--- src/rtl/cpu_pkg.sv ---
// Shared CPU definitions: fetch FSM state encoding, default widths,
// NOP encoding and the sequential instruction step.
package cpu_pkg;

    localparam int ADDR_W_DEF = 32;
    localparam int DATA_W_DEF = 32;
    localparam int INSTR_STEP = 4;
    localparam logic [31:0] NOP_INSTR = 32'h0000_0000;

    typedef enum logic [2:0] {
        ST_RST  = 3'd0,
        ST_REQ  = 3'd1,
        ST_WAIT = 3'd2,
        ST_HOLD = 3'd3,
        ST_DROP = 3'd4
    } fetch_state_e;

endpackage

--- src/rtl/if_hold_buf.sv ---
// Holds a returned instruction while the pipeline is stalled; emptied when
// the stall releases or a redirect makes the held instruction wrong-path.
module if_hold_buf
    import cpu_pkg::*;
#(
    parameter int DATA_W = DATA_W_DEF
) (
    input  logic              clk_i,
    input  logic              rst_i,
    input  logic              capture,
    input  logic              drain,
    input  logic              clear,
    input  logic [DATA_W-1:0] data_in,
    output logic [DATA_W-1:0] data_held
);

    always_ff @(posedge clk_i or negedge rst_i) begin
        if (!rst_i) begin
            data_held <= '0;
        end else if (clear || drain) begin
            data_held <= '0;
        end else if (capture) begin
            data_held <= data_in;
        end
    end

endmodule

--- src/rtl/if_fetch_unit.sv ---
// Instruction-fetch stage: PC, single-outstanding imem fetch, stall hold
// buffer and wrong-path drop, producing IF/ID write/flush/data.
//
// state   | meaning
// --------+--------------------------------------------------------------
// ST_RST  | just out of reset, no request yet
// ST_REQ  | issuing fetch for pc_q
// ST_WAIT | request outstanding, response bypassed straight to IF/ID
// ST_HOLD | response captured while stalled, waiting for stall release
// ST_DROP | redirected with a request in flight; discard its response
module if_fetch_unit
    import cpu_pkg::*;
#(
    parameter int              ADDR_W   = ADDR_W_DEF,
    parameter int              DATA_W   = DATA_W_DEF,
    parameter logic [ADDR_W-1:0] RESET_PC = '0
) (
    input  logic                     clk_i,
    input  logic                     rst_i,
    input  logic                     stall_i,
    input  logic                     redirect_i,
    input  logic [ADDR_W-1:0]        redirect_pc_i,
    output logic                     imem_req_o,
    output logic [ADDR_W-1:0]        imem_addr_o,
    input  logic                     imem_valid_i,
    input  logic [DATA_W-1:0]        imem_data_i,
    output logic                     ifid_write_o,
    output logic                     ifid_flush_o,
    output logic [ADDR_W+DATA_W-1:0] ifid_data_o
);

    fetch_state_e      state_q, state_d;
    logic [ADDR_W-1:0] pc_q, pc_d;
    logic [ADDR_W-1:0] pc_step;
    logic [ADDR_W-1:0] redirect_pc;
    logic [DATA_W-1:0] instr, instr_held;
    logic              avail, capture, drain, clear;

    assign pc_step     = pc_q + ADDR_W'(INSTR_STEP);
    assign redirect_pc = {redirect_pc_i[ADDR_W-1:2], 2'b00};
    assign clear       = redirect_i && (state_q != ST_RST);

    always_ff @(posedge clk_i or negedge rst_i) begin
        if (!rst_i) begin
            state_q <= ST_RST;
            pc_q    <= RESET_PC;
        end else begin
            state_q <= state_d;
            pc_q    <= pc_d;
        end
    end

    always_comb begin
        state_d = state_q;
        pc_d    = pc_q;
        avail   = 1'b0;
        instr   = DATA_W'(NOP_INSTR);
        capture = 1'b0;
        drain   = 1'b0;
        case (state_q)
            ST_RST: state_d = ST_REQ;
            ST_REQ: state_d = ST_WAIT;
            ST_WAIT: begin
                avail = imem_valid_i;
                if (imem_valid_i) begin
                    instr = imem_data_i;
                    if (!stall_i) begin
                        pc_d    = pc_step;
                        state_d = ST_REQ;
                    end else begin
                        capture = 1'b1;
                        state_d = ST_HOLD;
                    end
                end
            end
            ST_HOLD: begin
                avail = 1'b1;
                instr = instr_held;
                if (!stall_i) begin
                    drain   = 1'b1;
                    pc_d    = pc_step;
                    state_d = ST_REQ;
                end
            end
            ST_DROP: begin
                if (imem_valid_i) state_d = ST_REQ;
            end
            default: state_d = ST_RST;
        endcase

        // A redirect may only re-request once nothing is left in flight.
        if (clear) begin
            pc_d    = redirect_pc;
            capture = 1'b0;
            if (state_q == ST_HOLD ||
                ((state_q == ST_WAIT || state_q == ST_DROP) && imem_valid_i))
                state_d = ST_REQ;
            else
                state_d = ST_DROP;
        end
    end

    if_hold_buf #(.DATA_W(DATA_W)) u_hold_buf (
        .clk_i     (clk_i),
        .rst_i     (rst_i),
        .capture   (capture),
        .drain     (drain),
        .clear     (clear),
        .data_in   (imem_data_i),
        .data_held (instr_held)
    );

    assign imem_req_o   = (state_q == ST_REQ);
    assign imem_addr_o  = pc_q;
    assign ifid_write_o = avail && !stall_i && !redirect_i;
    assign ifid_flush_o = redirect_i || (!stall_i && !avail);
    assign ifid_data_o  = {pc_step, instr};

endmodule
--- config.mk ---
export PLATFORM = sky130hd
export DESIGN_NAME = if_fetch_unit
export DESIGN_NICKNAME = d
export VERILOG_FILES = /design/src/rtl/cpu_pkg.sv /design/src/rtl/if_hold_buf.sv /design/src/rtl/if_fetch_unit.sv
export SDC_FILE = /design/constraint.sdc
export NUM_CORES = 1
export LEC_CHECK = 0
export ABC_AREA = 1
export BUFFER_PORTS_ARGS = -buffer_cell sky130_fd_sc_hd__buf_2
export CAP_MARGIN = 25
export CORE_MARGIN = 5
export CORE_UTILIZATION = 45
export DETAILED_ROUTE_END_ITERATION = 16
export HOLD_SLACK_MARGIN = 0.08
export PLACE_DENSITY = 0.81
export SLEW_MARGIN = 20
export SYNTH_ARGS = -nofsm -noshare
export SYNTH_HDL_FRONTEND = slang
export SYNTH_SLANG_ARGS = --single-unit
export TNS_END_PERCENT = 10
--- constraint.sdc ---
create_clock -name clk_i -period 1.2 [get_ports clk_i]
set_input_delay 0.06 -clock clk_i [delete_from_list [all_inputs] [get_ports clk_i]]
set_output_delay 0.06 -clock clk_i [all_outputs]
set_load 0.05 [all_outputs]
### After elaboration in Yosys (flattened, before gate mapping)

Cells that the tools add are included.
Widths: inputs -> output; s select.

* bits in registers: 67
* input port bits: 69
* output and inout bits: 99
* word-level logic and storage cells: 51

* add/subtract/negate cells: 1
* eq/ne operators: 7
* mux-type cells: 22
* reductions and logical operators: 18

Operator list (count)
* $mux 32: 6
* $pmux 32 s2: 2
* $add 32x3->32 const B: 1
* $mux 3: 5
* $pmux 3 s5: 1
* $ne 3x2->1 const B: 3
* $eq 3x2->1 const B: 2
* $mux 1: 6
* $reduce_bool 3->1: 2
* $logic_and 1x1->1: 5
* $logic_or 1x1->1: 4
* $eq 3x1->1 const B: 1
* $eq 3x3->1 const B: 1
* $logic_not 1->1: 3
* $logic_not 3->1: 1
* $reduce_and 3->1: 1
* $mux 2: 1
* $pmux 1 s2: 1
* $reduce_and 2->1: 1
* $reduce_bool 2->1: 1

### Depth between registers and ports, before layout

* depth after elaboration: 6
* mapped depth: 10
* gate-level depth less buffers: 10

### By module

From an unflattened synthesis, not the netlist that was laid out.

* cells, all modules: 733
* area, all modules: 4619.4 µm²

By module, submodules not included
* if_fetch_unit: times used 1, cells an instance 530, area each 3114.2 µm², sequential area each 825.8 µm²
* if_hold_buf: times used 1, cells an instance 203, area each 1505.2 µm², sequential area each 800.8 µm²

### Least setup slack after synthesis

No wires, ideal clock.

* path type: register to register
* start: register pc_q[2], in the netlist imem_addr_o[2]
* end: register pc_q[17], in the netlist imem_addr_o[17]
* library setup time: 0.068 ns
* arrival: 2.537 ns
* required time: 1.132 ns
* path slack: -1.405 ns
* stages on the path, launching flop included: 8
* buffers on the path: 0
* clock period less this slack: 2.605 ns
* path through: dfrtp_1 inv_1 nor2_2 nand2_2 nor2_4 xor2_1 nand2_1 nand2_1

* longest elaborated chain between the ends: 5

RTL lines
* start, declared: line if_fetch_unit.sv:33 `logic [ADDR_W-1:0] pc_q, pc_d;`
* start signal, assigned: line if_fetch_unit.sv:49 `pc_q <= pc_d;`
* $add 32x3->32 *: line if_fetch_unit.sv:39 `assign pc_step = pc_q + ADDR_W'(INSTR_STEP);`
* via ifid_data_o[49]: line if_fetch_unit.sv:29 `output logic [ADDR_W+DATA_W-1:0] ifid_data_o`
* $mux 32 *: line if_fetch_unit.sv:67, if_fetch_unit.sv:79
* $mux 32: line if_fetch_unit.sv:65 `if (imem_valid_i) begin`
* $pmux 32 s2 *: line if_fetch_unit.sv:60 `case (state_q)`
* $mux 32 *: line if_fetch_unit.sv:92 `if (clear) begin`

Mark *: on every way through the listed nets, which the timed path passes. The rest lies on a longest branch. The select of a mux whose other input is x is not followed.
A chain may end at the register's enable or synchronous reset.

### Worst setup path in the final report

* start: register pc_q[22], in the netlist imem_addr_o[22]
* end: output port ifid_data_o[55]

* longest elaborated chain between the ends: 1

RTL lines (line)
* $add 32x3->32: if_fetch_unit.sv:39
* end, declared: if_fetch_unit.sv:29

No other way between the ends.

==> results by group <==
Synth
  – Post-synth EDFFs: 0
  – XOR/XNOR Fraction of Synth Area: 0.02586
  – Cells after synthesis: around 640
  – Adder-cell area share of the yosys netlist: 0.002842
  – Synth Cell Area: roughly 0.0044 mm2
  – Primary FF master, synth: dfrtp_1
  – Sequential area share after synthesis: 0.3694
  – Synth Area in Simple Gates: 0.3390
  – Warnings from Yosys: 0
  – Synth unique cells: 34
  – Number of synthesized register bits: 65
  – Largest family of logic cells by synthesized area: simple AND/OR/NAND/NOR gates
  – Synth Area in Compound Gates: 0.1373
  – Syn Area/Cell: 6.923 um2
  – Post-synth top area share: 0.3694
  – Asr flop ratio synth: 1.000
  – Synth area leaders: dfrtp_1, nand2_1, inv_1
  – Mux cell area share after synthesis: 0
  – Leading area contributor after synthesis: dfrtp_1

Clock tree
  – CTS buffer count: 9
  – Buffer depth of the longest clock path: 2
  – Root Driver: clkbuf_8
  – Worst-skew pair later-pin latency: 0.35 ns
  – Clock sink total: 65
  – Clk slew on worst S/H paths: 0.09 ns
  – CTS tree: built
  – H-tree levels: 3

Floorplanning
  – Core Rows: 36
  – Die ar.: 0.01186 mm2
  – I/O Pins: ~170
  – Die span in x: 108.9 um
  – Die height: 108.9 um
  – Initial Utilization: 0.4568
  – Core area: 0.009639 mm2

Pwr
  – NetSw: 0.01165 W
  – Power, Total: 0.02111 W
  – Leak: 3.883 nW
  – Power Density: ~2600 mW/mm2
  – Worst VDD drop: 0.001550 V
  – Sequential share of power: 0.169
  – Clock power frac: 0.093
  – Net Sw Frac: 0.5519
  – Logic pwr share: 0.738
  – Int Pwr: 0.009457 W

Timing
  – WHS: 0.1914 ns
  – Fmax: 432.1 MHz
  – Max Slew Vio Count: 0
  – Setup violators final: about 140
  – RSZ-0062 raised after global routing: yes
  – Final period utilization: 1.929
  – Final worst slack: -1.114 ns
  – Final hold vios: 0
  – Tmin final: 2.314 ns
  – Clk_skew: 0.01202 ns

Setup path
  – Critical Path AT: 2.25 ns
  – Critical-path maximum fanout: 3
  – CP Data Required Time: 1.14 ns
  – CP startpoint kind: register
  – Critical path endpoint category: output port
  – Setup Crit Path Kind: register to output port

Min path
  – Hold Crit Class: primary input to register

Global route
  – Global-route wire length before repair: ~28000 um
  – Initial antenna violation count: 1
  – Largest net degree at the start of global routing: 66
  – Vias in the first global route: between 5k and 6k
  – Grt ovf: 0
  – Total GRT Usage: 0.2995

Route
  – Drt first pass iters: 6
  – Via count: approximately 6.2k
  – Routed length per instance: 20.99 um
  – Drt drc: 0
  – Initial drt markers: roughly 680
  – Final wirelength: 22840 um
  – ANT nets after route: 0
  – Via density: 5.689

Cells and area
  – Area Overhead vs Synth: 84.88%
  – Cell area after layout: between 0.008 and 0.009 mm2
  – Proportion of layout cells with a drive suffix above 1: 0.4560
  – Filler cells: 480
  – Final core occ: 0.8445
  – Nets: 1019

Run status
  – Failing checks: negative setup slack
  – Status: finished with violations

Placement
  – Post-placement cell area: 0.006195 mm2
  – Port Buf Inserts: 161
  – Dpl hpwl: 10360 um
  – Final Wtd Congestion: 0.8721

Job
  – Max_cap viols: 0
## synth_stat cells (6+ instances only)
| cell type | number |
|---|---|
| buf_4 | 6 |
| inv_1 | 87 |
| xor2_1 | 12 |
| nand3_1 | 53 |
| nor2_1 | 52 |
| buf_6 | 10 |
| o21ai_1 | 24 |
| o21ai_0 | 43 |
| nor2_4 | 6 |
| dfrtp_1 | 65 |
| nand2_1 | 207 |
| o21ai_2 | 20 |
## stage by stage
| stage | setup slack, ns | instances | TNS [ns] |
|---|---|---|---|
| after floorplan | -0.8024 | 639 | -59.71 |
| after global placement | -0.5132 | 997 | -35.23 |
| after detailed placement | -0.5535 | 997 | -37.80 |
| after CTS | -0.7267 | 1076 | -52.94 |
| after global routing | -1.136 | 1088 | -75.49 |
| final | -1.114 | 1088 | -66.47 |
## power groups by stage
stage	sequential [W]	combinational (W)	clock [W]
2_1_floorplan	0.00533	0.00606	0
3_3_place_gp	0.00334	0.0117	0
3_5_place_dp	0.00337	0.0118	0
4_1_cts	0.00337	0.0138	0.00196
5_1_grt	0.00359	0.0161	0.00207
6_report	0.00357	0.0156	0.00197
## worst max-delay path, stage by stage (launching register included)
cell     delay (ns)
dfrtp_1        0.44
nand2_1        0.12
nor2_1         0.23
nand2_1        0.12
buf_4          0.15
inv_1          0.20
nand2_1        0.25
nand2_2        0.17
nand2_4        0.08
buf_8          0.15
## worst paths after layout
check	end	cells past startpoint	slack, ns	startpoint
worst max-delay path	ifid_data_o[55]	9	-1.11	imem_addr_o[22]
worst min-delay path	imem_addr_o[9]	5	0.19	redirect_i
worst max register to register	imem_addr_o[23]	10	-0.77	imem_addr_o[22]
worst min register to register	u_hold_buf.data_held[22]	2	0.52	u_hold_buf.data_held[22]
max in group asynchronous	state_q[0]	3	0.57	rst_i
min in group asynchronous	imem_addr_o[21]	3	0.28	rst_i
## area by class of cell
class	count	area [um2]	share of cell area
Tap cell	133	166.4	0.02044
Antenna cell	1	2.502	0.0003074
Timing Repair Buffer	327	2945	0.3618
Sequential cell	65	1637	0.2010
Clock buffer	11	141.4	0.01737
Inverter	91	350.3	0.04304
Clock inverter	5	55.05	0.006763
Multi-Input combinational cell	455	2843	0.3492
## placed cells by master, fill, tap and decap left out, drive strengths merged
| cell | count |
|---|---|
| buf | 263 |
| nand2 | 213 |
| inv | 90 |
| o21ai | 88 |
| dfrtp | 65 |
| nor2 | 63 |
| dlygate4sd3 | 62 |
| nand3 | 54 |
| clkbuf | 13 |
| xor2 | 12 |
| conb | 4 |
| and2 | 4 |
| nor3 | 4 |
| clkinvlp | 3 |
| o22ai | 3 |
| o211ai | 2 |
| or2 | 2 |
| clkinv | 2 |
| diode | 1 |
| xnor2 | 1 |
| a21oi | 1 |
| nand4 | 1 |
| nand3b | 1 |
| and3 | 1 |
| ha | 1 |
| bufinv | 1 |
## routing by layer
layer	track usage	wire (um)	vias up	share of wire
met3	0.06217	2901	187	0.13
met5	0	0	-	0
li1	-	-	2590	-
met1	0.3356	7453	2838	0.33
met4	0.1632	1682	0	0.074
met2	0.5289	10800	575	0.47
## state kept, by name, summed over array words and instances (netlist names)
signal	flops
state_q	3
u_hold_buf.data_held	32
imem_addr_o	30
## cell families (layout without fill, tap and decap cells)
family | after synthesis | after routing
adder cells (fa/ha/maj) | 1 | 1
buffers and inverters | 119 | 434
XOR/XNOR | 13 | 13
AND/OR/NAND/NOR | 343 | 343
flip-flops | 65 | 65
other | 1 | 5
AO/OA/AOI/OAI | 94 | 94
## what timing repair did
action,in CTS,in global routing
hold endpoints to repair,126,0
cloned,0,2
hold buffers,62,0
setup endpoints to repair,146,146
pin swaps,17,22
setup buffers,1,9
gates resized for setup,210,84
(Power assumes the default switching activity.)
